## config.mk

```make
export PLATFORM = sky130hd
export DESIGN_NAME = splat_fetch_flat
export DESIGN_NICKNAME = d
export VERILOG_FILES = /design/src/rtl/cubed_ddr_pkg.sv /design/src/rtl/splat_fetch_if.sv /design/src/rtl/sync_fifo.sv /design/src/rtl/splat_fetch.sv /design/src/flat_wrapper.sv
export SDC_FILE = /design/constraint.sdc
export NUM_CORES = 1
export LEC_CHECK = 0
export ABC_AREA = 1
export CAP_MARGIN = 25
export CORE_MARGIN = 2
export CORE_UTILIZATION = 55
export DETAILED_ROUTE_END_ITERATION = 8
export PLACE_DENSITY = 0.74
export SLEW_MARGIN = 20
export SYNTH_ARGS = -nofsm -noshare
export SYNTH_HDL_FRONTEND = slang
export SYNTH_SLANG_ARGS = --single-unit
```

## constraint.sdc

```tcl
create_clock -name clk -period 5.7 [get_ports clk]
set_input_delay 1.14 -clock clk [delete_from_list [all_inputs] [get_ports clk]]
set_output_delay 1.14 -clock clk [all_outputs]
set_load 0.01 [all_outputs]
```

## src/rtl/cubed_ddr_pkg.sv

```systemverilog
// Shared DDR requestor definitions: bus widths and the fetch-engine state encoding.
// Imported by splat_fetch and its bus interface.
package cubed_ddr_pkg;

  localparam int unsigned DDR_ADDR_W  = 29;  // 64-bit word address
  localparam int unsigned DDR_DATA_W  = 64;
  localparam int unsigned DDR_BURST_W = 8;

  // Fetch-engine states, kept as plain constants for compatibility with older blocks.
  typedef logic [2:0] fetch_state_t;
  localparam fetch_state_t StIdle     = 3'd0;
  localparam fetch_state_t StWaitRoom = 3'd1;
  localparam fetch_state_t StReq      = 3'd2;
  localparam fetch_state_t StRecv     = 3'd3;
  localparam fetch_state_t StDrain    = 3'd4;

endpackage

```

## src/rtl/splat_fetch_if.sv

```systemverilog
// Bus bundle for splat_fetch: DDR arbiter read port plus the valid/ready word stream.
//   master : the fetch engine (drives rd_addr/rd_burstcnt/rd_req and q_data/q_valid)
//   slave  : the arbiter + consumer side (drives rd_ack/rd_data/rd_data_valid and q_ready)
interface splat_fetch_if;
  import cubed_ddr_pkg::*;

  logic [DDR_ADDR_W-1:0]  rd_addr;
  logic [DDR_BURST_W-1:0] rd_burstcnt;
  logic                   rd_req;
  logic                   rd_ack;
  logic [DDR_DATA_W-1:0]  rd_data;
  logic                   rd_data_valid;
  logic [DDR_DATA_W-1:0]  q_data;
  logic                   q_valid;
  logic                   q_ready;

  modport master (
    output rd_addr, rd_burstcnt, rd_req, q_data, q_valid,
    input  rd_ack, rd_data, rd_data_valid, q_ready
  );

  modport slave (
    input  rd_addr, rd_burstcnt, rd_req, q_data, q_valid,
    output rd_ack, rd_data, rd_data_valid, q_ready
  );
endinterface

```

## src/rtl/sync_fifo.sv

```systemverilog
// First-word-fall-through synchronous FIFO with occupancy output.
// Ports: clk, reset (sync, active-high), push_i/push_data_i, pop_i,
//        pop_data_o (head word), valid_o (not empty), count_o (occupancy).
// Depth must be a power of two >= 2. A push while full is accepted only if a pop
// happens in the same cycle; a pop while empty is ignored.
module sync_fifo #(
  parameter int unsigned Width = 64,
  parameter int unsigned Depth = 16
) (
  input  logic                       clk,
  input  logic                       reset,
  input  logic                       push_i,
  input  logic [Width-1:0]           push_data_i,
  input  logic                       pop_i,
  output logic [Width-1:0]           pop_data_o,
  output logic                       valid_o,
  output logic [$clog2(Depth+1)-1:0] count_o
);
  localparam int unsigned CntW  = $clog2(Depth + 1);
  localparam int unsigned AddrW = $clog2(Depth);

  logic [Width-1:0] mem_q [Depth];
  logic [AddrW-1:0] wr_ptr_q, rd_ptr_q;
  logic [CntW-1:0]  count_q;
  logic             empty, full, do_push, do_pop;

  assign empty   = (count_q == '0);
  assign full    = (count_q == CntW'(Depth));
  assign do_pop  = pop_i && !empty;
  assign do_push = push_i && (!full || do_pop);

  always_ff @(posedge clk) begin
    if (reset) begin
      wr_ptr_q <= '0;
      rd_ptr_q <= '0;
      count_q  <= '0;
    end else begin
      if (do_push) wr_ptr_q <= wr_ptr_q + AddrW'(1);
      if (do_pop)  rd_ptr_q <= rd_ptr_q + AddrW'(1);
      if (do_push && !do_pop)      count_q <= count_q + CntW'(1);
      else if (!do_push && do_pop) count_q <= count_q - CntW'(1);
    end
  end

  // Storage needs no reset; the pointers define what is valid.
  always_ff @(posedge clk) begin
    if (do_push) mem_q[wr_ptr_q] <= push_data_i;
  end

  assign pop_data_o = mem_q[rd_ptr_q];
  assign valid_o    = !empty;
  assign count_o    = count_q;
endmodule

```

## src/rtl/splat_fetch.sv

```systemverilog
// Splat fetch engine: reads word_count 64-bit words from DDR starting at base_addr in
// bursts of at most MAX_BURST words and streams them to the core through a FIFO.
// Ports: clk, reset (sync, active-high), start/base_addr/word_count (job launch),
//        busy/done (job status), bus (splat_fetch_if.master: DDR read port + word stream).
// Optional build macro SPLAT_FETCH_STATS_EN adds stat_bursts (acked bursts) and
// stat_stall (cycles in WAIT_ROOM/REQ), both saturating and cleared on start/reset.
module splat_fetch
  import cubed_ddr_pkg::*;
#(
  parameter int unsigned MAX_BURST  = 8,
  parameter int unsigned FIFO_DEPTH = 16
) (
  input  logic                  clk,
  input  logic                  reset,
  input  logic                  start,
  input  logic [DDR_ADDR_W-1:0] base_addr,
  input  logic [15:0]           word_count,
  output logic                  busy,
  output logic                  done,
`ifdef SPLAT_FETCH_STATS_EN
  output logic [15:0]           stat_bursts,
  output logic [15:0]           stat_stall,
`endif
  splat_fetch_if.master         bus
);
  localparam int unsigned OccW = $clog2(FIFO_DEPTH + 1);

  fetch_state_t           state_q, state_d;
  logic [DDR_ADDR_W-1:0]  addr_q, addr_d;
  logic [15:0]            remain_q, remain_d;
  logic [DDR_BURST_W-1:0] blen_q, blen_d;
  logic [DDR_BURST_W-1:0] beats_q, beats_d;
  logic                   rd_req_q, rd_req_d;
  logic                   done_q, done_d;

  logic [DDR_BURST_W-1:0] blen_c;
  logic [15:0]            free_c;
  logic [OccW-1:0]        fifo_count;
  logic [DDR_DATA_W-1:0]  fifo_data;
  logic                   fifo_valid, push, pop;

  // Only RECV accepts data, so stray or post-reset beats never reach the FIFO.
  assign push   = (state_q == StRecv) && bus.rd_data_valid;
  assign pop    = fifo_valid && bus.q_ready;
  assign blen_c = (remain_q < 16'(MAX_BURST)) ? remain_q[DDR_BURST_W-1:0]
                                              : DDR_BURST_W'(MAX_BURST);
  // No push happens outside RECV, so free space seen in WAIT_ROOM can only grow:
  // reserving the whole burst up front guarantees the FIFO never overflows.
  assign free_c = 16'(FIFO_DEPTH) - 16'(fifo_count);

  always_comb begin
    state_d  = state_q;
    addr_d   = addr_q;
    remain_d = remain_q;
    blen_d   = blen_q;
    beats_d  = beats_q;
    rd_req_d = rd_req_q;
    done_d   = 1'b0;
    case (state_q)
      StIdle: begin
        if (start) begin
          addr_d   = base_addr;
          remain_d = word_count;
          if (word_count != 16'd0) state_d = StWaitRoom;
          else                     done_d  = 1'b1;
        end
      end
      StWaitRoom: begin
        if (free_c >= 16'(blen_c)) begin
          blen_d   = blen_c;
          rd_req_d = 1'b1;
          state_d  = StReq;
        end
      end
      StReq: begin
        if (bus.rd_ack) begin
          rd_req_d = 1'b0;
          addr_d   = addr_q + DDR_ADDR_W'(blen_q);  // wraps modulo 2^29
          remain_d = remain_q - 16'(blen_q);
          beats_d  = blen_q;
          state_d  = StRecv;
        end
      end
      StRecv: begin
        if (bus.rd_data_valid) begin
          beats_d = beats_q - DDR_BURST_W'(1);
          if (beats_q == DDR_BURST_W'(1)) begin
            state_d = (remain_q != 16'd0) ? StWaitRoom : StDrain;
          end
        end
      end
      StDrain: begin
        if (!fifo_valid) begin
          state_d = StIdle;
          done_d  = 1'b1;
        end
      end
      default: state_d = StIdle;
    endcase
  end

  always_ff @(posedge clk) begin
    if (reset) begin
      state_q  <= StIdle;
      addr_q   <= '0;
      remain_q <= '0;
      blen_q   <= '0;
      beats_q  <= '0;
      rd_req_q <= 1'b0;
      done_q   <= 1'b0;
    end else begin
      state_q  <= state_d;
      addr_q   <= addr_d;
      remain_q <= remain_d;
      blen_q   <= blen_d;
      beats_q  <= beats_d;
      rd_req_q <= rd_req_d;
      done_q   <= done_d;
    end
  end

  sync_fifo #(
    .Width (DDR_DATA_W),
    .Depth (FIFO_DEPTH)
  ) u_fifo (
    .clk         (clk),
    .reset       (reset),
    .push_i      (push),
    .push_data_i (bus.rd_data),
    .pop_i       (pop),
    .pop_data_o  (fifo_data),
    .valid_o     (fifo_valid),
    .count_o     (fifo_count)
  );

  assign busy            = (state_q != StIdle);
  assign done            = done_q;
  assign bus.rd_addr     = addr_q;
  assign bus.rd_burstcnt = blen_q;
  assign bus.rd_req      = rd_req_q;
  assign bus.q_data      = fifo_data;
  assign bus.q_valid     = fifo_valid;

`ifdef SPLAT_FETCH_STATS_EN
  logic [15:0] bursts_q, stall_q;
  logic        start_ok;

  assign start_ok = start && (state_q == StIdle);

  always_ff @(posedge clk) begin
    if (reset || start_ok) begin
      bursts_q <= '0;
      stall_q  <= '0;
    end else begin
      if ((state_q == StReq) && bus.rd_ack && (bursts_q != 16'hFFFF)) begin
        bursts_q <= bursts_q + 16'd1;
      end
      if (((state_q == StWaitRoom) || (state_q == StReq)) && (stall_q != 16'hFFFF)) begin
        stall_q <= stall_q + 16'd1;
      end
    end
  end

  assign stat_bursts = bursts_q;
  assign stat_stall  = stall_q;
`endif
endmodule

```

## src/flat_wrapper.sv

```systemverilog
// flat-port wrapper written by rule: the top's interface ports become plain ports
module splat_fetch_flat import cubed_ddr_pkg::*;
#(
  parameter int unsigned MAX_BURST  = 8,
  parameter int unsigned FIFO_DEPTH = 16
)
  (clk, reset, start, base_addr, word_count, busy, done, bus_rd_addr, bus_rd_burstcnt, bus_rd_req, bus_q_data, bus_q_valid, bus_rd_ack, bus_rd_data, bus_rd_data_valid, bus_q_ready);
  splat_fetch_if bus_i ();
  input  logic clk;
  input  logic reset;
  input  logic start;
  input  logic [DDR_ADDR_W-1:0] base_addr;
  input  logic [15:0] word_count;
  output logic busy;
  output logic done;
  output wire logic [$bits(bus_i.rd_addr)-1:0] bus_rd_addr;
  output wire logic [$bits(bus_i.rd_burstcnt)-1:0] bus_rd_burstcnt;
  output wire logic [$bits(bus_i.rd_req)-1:0] bus_rd_req;
  output wire logic [$bits(bus_i.q_data)-1:0] bus_q_data;
  output wire logic [$bits(bus_i.q_valid)-1:0] bus_q_valid;
  input wire logic [$bits(bus_i.rd_ack)-1:0] bus_rd_ack;
  input wire logic [$bits(bus_i.rd_data)-1:0] bus_rd_data;
  input wire logic [$bits(bus_i.rd_data_valid)-1:0] bus_rd_data_valid;
  input wire logic [$bits(bus_i.q_ready)-1:0] bus_q_ready;
  assign bus_rd_addr = bus_i.rd_addr;
  assign bus_rd_burstcnt = bus_i.rd_burstcnt;
  assign bus_rd_req = bus_i.rd_req;
  assign bus_q_data = bus_i.q_data;
  assign bus_q_valid = bus_i.q_valid;
  assign bus_i.rd_ack = bus_rd_ack;
  assign bus_i.rd_data = bus_rd_data;
  assign bus_i.rd_data_valid = bus_rd_data_valid;
  assign bus_i.q_ready = bus_q_ready;
  splat_fetch #(.MAX_BURST(MAX_BURST), .FIFO_DEPTH(FIFO_DEPTH)) u_core (.clk(clk), .reset(reset), .start(start), .base_addr(base_addr), .word_count(word_count), .busy(busy), .done(done), .bus(bus_i));
endmodule
```

==> impl_results.md, run 1 <==
- Status: completed
- R2R Setup Slk: 2.11 ns
- Nets: 3998
- Post-Route Utilization: 0.639
- Asr flop ratio synth: 0
- Final setup violation count: 0
- PortBufs: 219
- # rows: 106
- Number of synthesized flops with an enable pin: 1024
- Maxcap violations: 0
- Effective utilization at floorplan: 0.557
- R2R cell count: 13
- Grt ovf: 0
- Cell at the slowest stage of the critical path: buf_4
- Synth area leaders: edfxtp_1 (66%), mux2i_1 (5.5%), o211ai_1 (4.1%)
- Largest net degree at the start of global routing: 165
- Fin crit share: 0.832
- Mapped Area: 46700 sq um
- Die X: 295 um
- Average wire per standard cell: 21.5 um
- Via-per-instance ratio: 5.80
- Cell Count, Final, Fillers Out: 5072
- Pleak: 0.0186 uW
- Area of the die: 87300 sq um
- DRC Markers: 0
- GPL Wtd Cong: 0.883
- Num CTS Buffers: 108
- CP dominant cell by count: buf_4
- Post-CTS Setup Inserts: 0
- WS Path Type: flip-flop to output pin
- Hold buffers post-CTS: 0
- Distinct cells, synth: 46
- CTS Buffer Depth: 3
- FF+latch count, synth: 1107
- Worst Path Max Fanout: 75
- Most frequent cells in the layout: edfxtp_1 (1024), inv_1 (393), o21ai_0 (347)
- GRT Total Usage: 0.248
- Layout cells sized above 1: 0.0674
- Area leader, netlist: edfxtp_1
- RSZ-0062 raised after global routing: false
- First-pass GRT wire length: 166000 um
- Worst vdd ir: 296 uV
- Crit path cell chain: buf_4 -> buf_4 -> a21oi_1 -> o21ai_1 -> o21ai_0 -> o211ai_1 -> nand2_1 -> clkdlybuf4s50_1
- Fmax: 211 MHz
- Reg2reg start: u_core.u_fifo.count_o[0]$_SDFFE_PP0P_
- Post-Place Cells: 4866
- HPWL Detailed: 57100 um
- Commonest non-fill, non-tap cell in the layout: edfxtp_1
- Clk sinks: 1107
- CTS tree: yes
- Area of the multi-input gates: 11900 sq um
- Filler Cell Count: 6094
- Syn-to-layout area delta: 14.7%
- Vias in the first global route: 28500
- DRT antenna net count: 0
- Startpoint type of the worst setup path: flip-flop
- Vias: 29400
- Sequential cell area: 32400 sq um
- Min-delay src: u_core.bus.rd_req$_SDFFE_PP0P_
- Top_reg_cell synth: edfxtp_1
- Syn Area/Cell: 12.7 sq um
- Clock skew: 0.0187 ns
- Die H: 295 um
- Post-Route WL: 109000 um
- Slowest stage delay, CP: 0.81 ns
- Clk_lat worst skew: 0.66 ns
- Crit. End Element: output pin
- Starting DRT DRC Count: 3050
- Clock Tree Root: clkbuf_16
- Initial antenna violation count: 12
- I/O Pins: 220
- # resized after CTS: 0
- Final hold vios: 0
- Power Dens Cells: 418 nW/um^2
- Register clock-pin slew on the reported worst setup and hold paths: 0.06 ns
- WP data required: 4.56 ns
- Pre-CTS setup slack: 1.64 ns
- Number of H-tree levels: 3
- Reg2reg end: u_core.u_fifo.mem_q[9][14]$_DFFE_PP_
- Final min period: 4.74 ns
- Tightest Pin Transition: 1.05 ns
- Post-synth top area share: 0.658
- Tot Pwr: 22400 uW
- Core ar.: 84000 sq um
- Depth of the worst hold-timing path: 2
- Slew Viols, Final: 0
- Min-delay worst type: flip-flop to flip-flop
- Setup slack after layout: 0.957 ns
- TritonRoute pass-1 iters: 8
- Worst rel slew slack: 0.301
- Hold worst-path end: u_core.bus.rd_req$_SDFFE_PP0P_
- Yosys warns: 0
- Seq/Total Area, Yosys: 0.694
- Setup tns final: 0 ns
- Crit path DAT: 3.60 ns
- Post-synthesis cell count: 3676
## worst max path at each step
stage                                            to  slack [ns]  cells past startpoint
5_1_grt                              bus_q_data[47]        0.68                      8
4_1_cts                              bus_q_data[59]        0.95                      8
3_3_place_gp                         bus_q_data[62]        1.62                      8
3_5_place_dp                         bus_q_data[62]        1.64                      8
2_1_floorplan  u_core.u_fifo.mem_q[11][0]$_DFFE_PP_        0.95                      6
6_report                             bus_q_data[17]        0.96                      8
## flip-flops by register name (all words and copies together), names as in the netlist, named ones only
signal,flops
u_core.state_q,3
u_core.u_fifo.count_o,5
u_core.u_fifo.mem_q,1024
u_core.bus.rd_burstcnt,8
u_core.bus.rd_addr,29
u_core.u_fifo.wr_ptr_q,4
u_core.u_fifo.rd_ptr_q,4
u_core.bus.rd_req,1
u_core.done,1
u_core.beats_q,8
u_core.remain_q,16
## worst max-delay path: cells and delay by family (launching register included)
kind,cells,cell delay (ns)
simple gates,1,0.11
buf+inv,3,1.82
flops,1,0.37
compound gates,4,0.54
## per-layer routing
layer,up-vias,track usage,part of all wire
met5,-,0,0.00082
met4,14,0.0743,0.024
met3,178,0.0379,0.070
met2,1082,0.418,0.49
met1,14400,0.335,0.41
li1,13700,-,-
## cell families (layout without fill, tap and decap cells)
family                     after synthesis  in the layout  synth area share
and+or+nand+nor                        657            657            0.0603
buffers and inverters                  617            871            0.0556
other                                    1              9         0.0000803
adders and majority gates               41             41            0.0115
xor gates and xnor gates                14             14           0.00262
AOI/OAI and AO/OA                      983            983             0.122
DFF                                   1107           1107             0.694
muxes                                  256            256            0.0548
## synthesized netlist by cell type, types with 38 or more instances
master	instances
o21ai_0	347
mux2i_1	256
nand2_1	340
edfxtp_1	1024
dfxtp_1	83
o211ai_1	257
nor2_1	107
a21oi_1	321
inv_1	395
buf_2	79
ha_1	38
nand3_1	159
clkbuf_1	86
## stage by stage
step                hold WS [ns]  instance area (sq um)
floorplan                  0.447                  46700
global placement           0.459                  50000
detailed placement         0.463                  50000
CTS                        0.473                  53600
global route               0.497                  53600
finish                     0.477                  53600
## area by class of cell
type                       instances  area share
sequential                      1107       0.605
inverter                         405      0.0286
clock inverter                    74      0.0150
multi-input combinational       1955       0.221
timing repair buffer             265      0.0517
antenna                            5    0.000233
tap                             1134      0.0265
clock buffer                     127      0.0521
## report_power, final
group / leakage, uW / internal (uW) / switching [uW]
sequential: 0.00989 / 9060 / 271
clock: 0.00176 / 4200 / 3010
combinational: 0.00692 / 2330 / 3530
total: 0.0186 / 15600 / 6800
Power figures use the tool's default switching activity.
==> run 2: changes to the inputs <==
- clock period: 5.7 -> 4.9 ns (I/O delays scaled with it)
==> impl_results.md, run 2 (same netlist as run 1, synthesis figures left out) <==
- Slew Viols, Final: 0 (unchanged)
- DRT antenna net count: 0 (unchanged)
- Post-CTS Setup Inserts: 0 (unchanged)
- GPL Wtd Cong: 0.884 (was 0.883)
- Final setup violation count: 0 (unchanged)
- Initial antenna violation count: 8 (was 12)
- Grt ovf: 0 (unchanged)
- Final hold vios: 0 (unchanged)
- Internal power: 18000 uW (was 15600 uW)
- Nets: 4009 (was 3998)
- Register clock-pin slew on the reported worst setup and hold paths: 0.06 ns (about the same)
- Die X: 295 um (unchanged)
- Final Hold Slack: 0.469 ns (was 0.477 ns)
- Startpoint type of the worst setup path: flip-flop (unchanged)
- Core ar.: 84000 sq um (unchanged)
- Maxcap violations: 0 (unchanged)
- Tot Pwr: 25900 uW (was 22400 uW)
- Largest Register: u_core.u_fifo.mem_q (unchanged)
- Via-per-instance ratio: 5.78 (was 5.80)
- Effective utilization at floorplan: 0.557 (unchanged)
- TritonRoute pass-1 iters: 5 (was 8)
- WS Path Type: flip-flop to output pin (unchanged)
- RSZ-0062 raised after global routing: false (unchanged)
- Average wire per standard cell: 21.5 um (about the same)
- I/O Pins: 220 (unchanged)
- Post-Route Utilization: 0.639 (about the same)
- Setup tns final: 0 ns (unchanged)
- Fin crit share: 0.874
- Syn-to-layout area delta: 14.8% (was 14.7%)
- Clock Tree Root: clkbuf_16 (unchanged)
- First-pass GRT wire length: 166000 um (about the same)
- Clock skew: 0.0178 ns (was 0.0187 ns)
- Final Cell Area: 53700 sq um (was 53600 sq um)
- Tightest Pin Transition: 1.15 ns (was 1.05 ns)
- Switching Fraction: 0.304 (about the same)
- Largest register FFs: 1024 (unchanged)
- Number of H-tree levels: 3 (unchanged)
- Worst vdd ir: 432 uV (was 296 uV)
- Sequential share of power: 0.420 (was 0.417)
- Commonest non-fill, non-tap cell in the layout: edfxtp_1 (unchanged)
- Clk pwr share: 0.315 (was 0.322)
- Crit path DAT: 3.30 ns (was 3.60 ns)
- Placed cell area: 50200 sq um (was 50000 sq um)
- Largest net degree at the start of global routing: 182 (was 165)
- WP data required: 3.92 ns (was 4.56 ns)
- Worst Path Max Fanout: 41 (was 75)
- Starting DRT DRC Count: 2874 (was 3050)
- Min-delay worst type: flip-flop to flip-flop (unchanged)
- Area of the die: 87300 sq um (unchanged)
- HPWL Detailed: 56800 um (was 57100 um)
- Clk_lat worst skew: 0.67 ns (was 0.66 ns)
- Die H: 295 um (unchanged)
- Vias in the first global route: 28600 (was 28500)
- Hold buffers post-CTS: 0 (unchanged)
- DRC Markers: 0 (unchanged)
- Crit. End Element: output pin (unchanged)
- Final min period: 4.28 ns
- CTS tree: yes (unchanged)
- CTS Buffer Depth: 3 (unchanged)
- GRT Total Usage: 0.249 (was 0.248)
- Num CTS Buffers: 109 (was 108)
- Layout cells sized above 1: 0.0655 (was 0.0674)
- Post-Route WL: 109000 um (about the same)
- Pleak: 0.0186 uW (about the same)
- Part of the power in combinational logic: 0.266 (was 0.261)
- PortBufs: 219 (unchanged)
- Net switching power: 7860 uW (was 6800 uW)
- # rows: 106 (unchanged)
- Clk sinks: 1107 (unchanged)
- Power Dens Cells: 482 nW/um^2 (was 418 nW/um^2)
- Status: completed (unchanged)
- Most frequent cells in the layout: edfxtp_1 (1024), inv_1 (393), o21ai_0 (347) (unchanged)
- # resized after CTS: 0 (unchanged)
- Fmax: 234 MHz
- Vias: 29300 (was 29400)
- Worst rel slew slack: 0.233 (was 0.301)
-- run 2: cell count changes in the layout (fill, tap and decap cells not counted), sizes merged --
cell      before  now
clkbuf       127  139
clkinvlp       6    4
buf           47   57
clkinv        47   41
inv          411  408
diode          5    6
bufinv        15   10
-- run 2: path summary, 6_finish.rpt --
path,start,endpoint,slack (ns),cells after the start
worst max-delay path,flip-flop,bus_q_data[61],0.62,7
worst min-delay path,u_core.bus.rd_req$_SDFFE_PP0P_,u_core.bus.rd_req$_SDFFE_PP0P_,0.47,2
worst max register to register,u_core.u_fifo.count_o[0]$_SDFFE_PP0P_,u_core.u_fifo.mem_q[14][49]$_DFFE_PP_,1.49,13
worst min register to register,u_core.bus.rd_req$_SDFFE_PP0P_,u_core.bus.rd_req$_SDFFE_PP0P_,0.47,2
-- run 2: layer usage --
layer,global-route usage,part of all wire
met2,0.418,0.49
met1,0.331,0.41
met5,0,0.00031
met4,0.0901,0.030
met3,0.0395,0.064
-- run 2: power by group through the flow --
stage,clock [uW],combinational [uW],sequential [uW]
6_report,8130,6870,10900
2_1_floorplan,0,4700,10900
3_5_place_dp,0,6840,11000
3_3_place_gp,0,6700,11000
4_1_cts,8250,6900,10800
5_1_grt,8600,7620,10900
-- run 2: area by class of cell --
type	instances	area [sq um]
Antenna cell	6	15.0
Clock buffer	139	2880
Clock inverter	58	592
Fill cell	6143	30300
Inverter	405	1540
Multi-Input combinational cell	1955	11900
Sequential cell	1107	32400
Tap cell	1134	1420
Timing Repair Buffer	275	2940
-- run 2: critical path: stages, from the launching register on --
cell	delay [ns]
dfxtp_4	0.84
buf_4	0.44
a21oi_1	0.12
o21ai_0	0.16
o21ai_1	0.11
o211ai_1	0.22
nand2_1	0.19
clkdlybuf4s50_1	0.54
-- run 2: metrics by stage --
stage	worst slack, ns	instances
2_1_floorplan	0.163	3679
3_3_place_gp	1.31	4875
3_5_place_dp	1.28	4876
4_1_cts	0.589	5073
5_1_grt	0.414	5078
6_report	0.619	5079
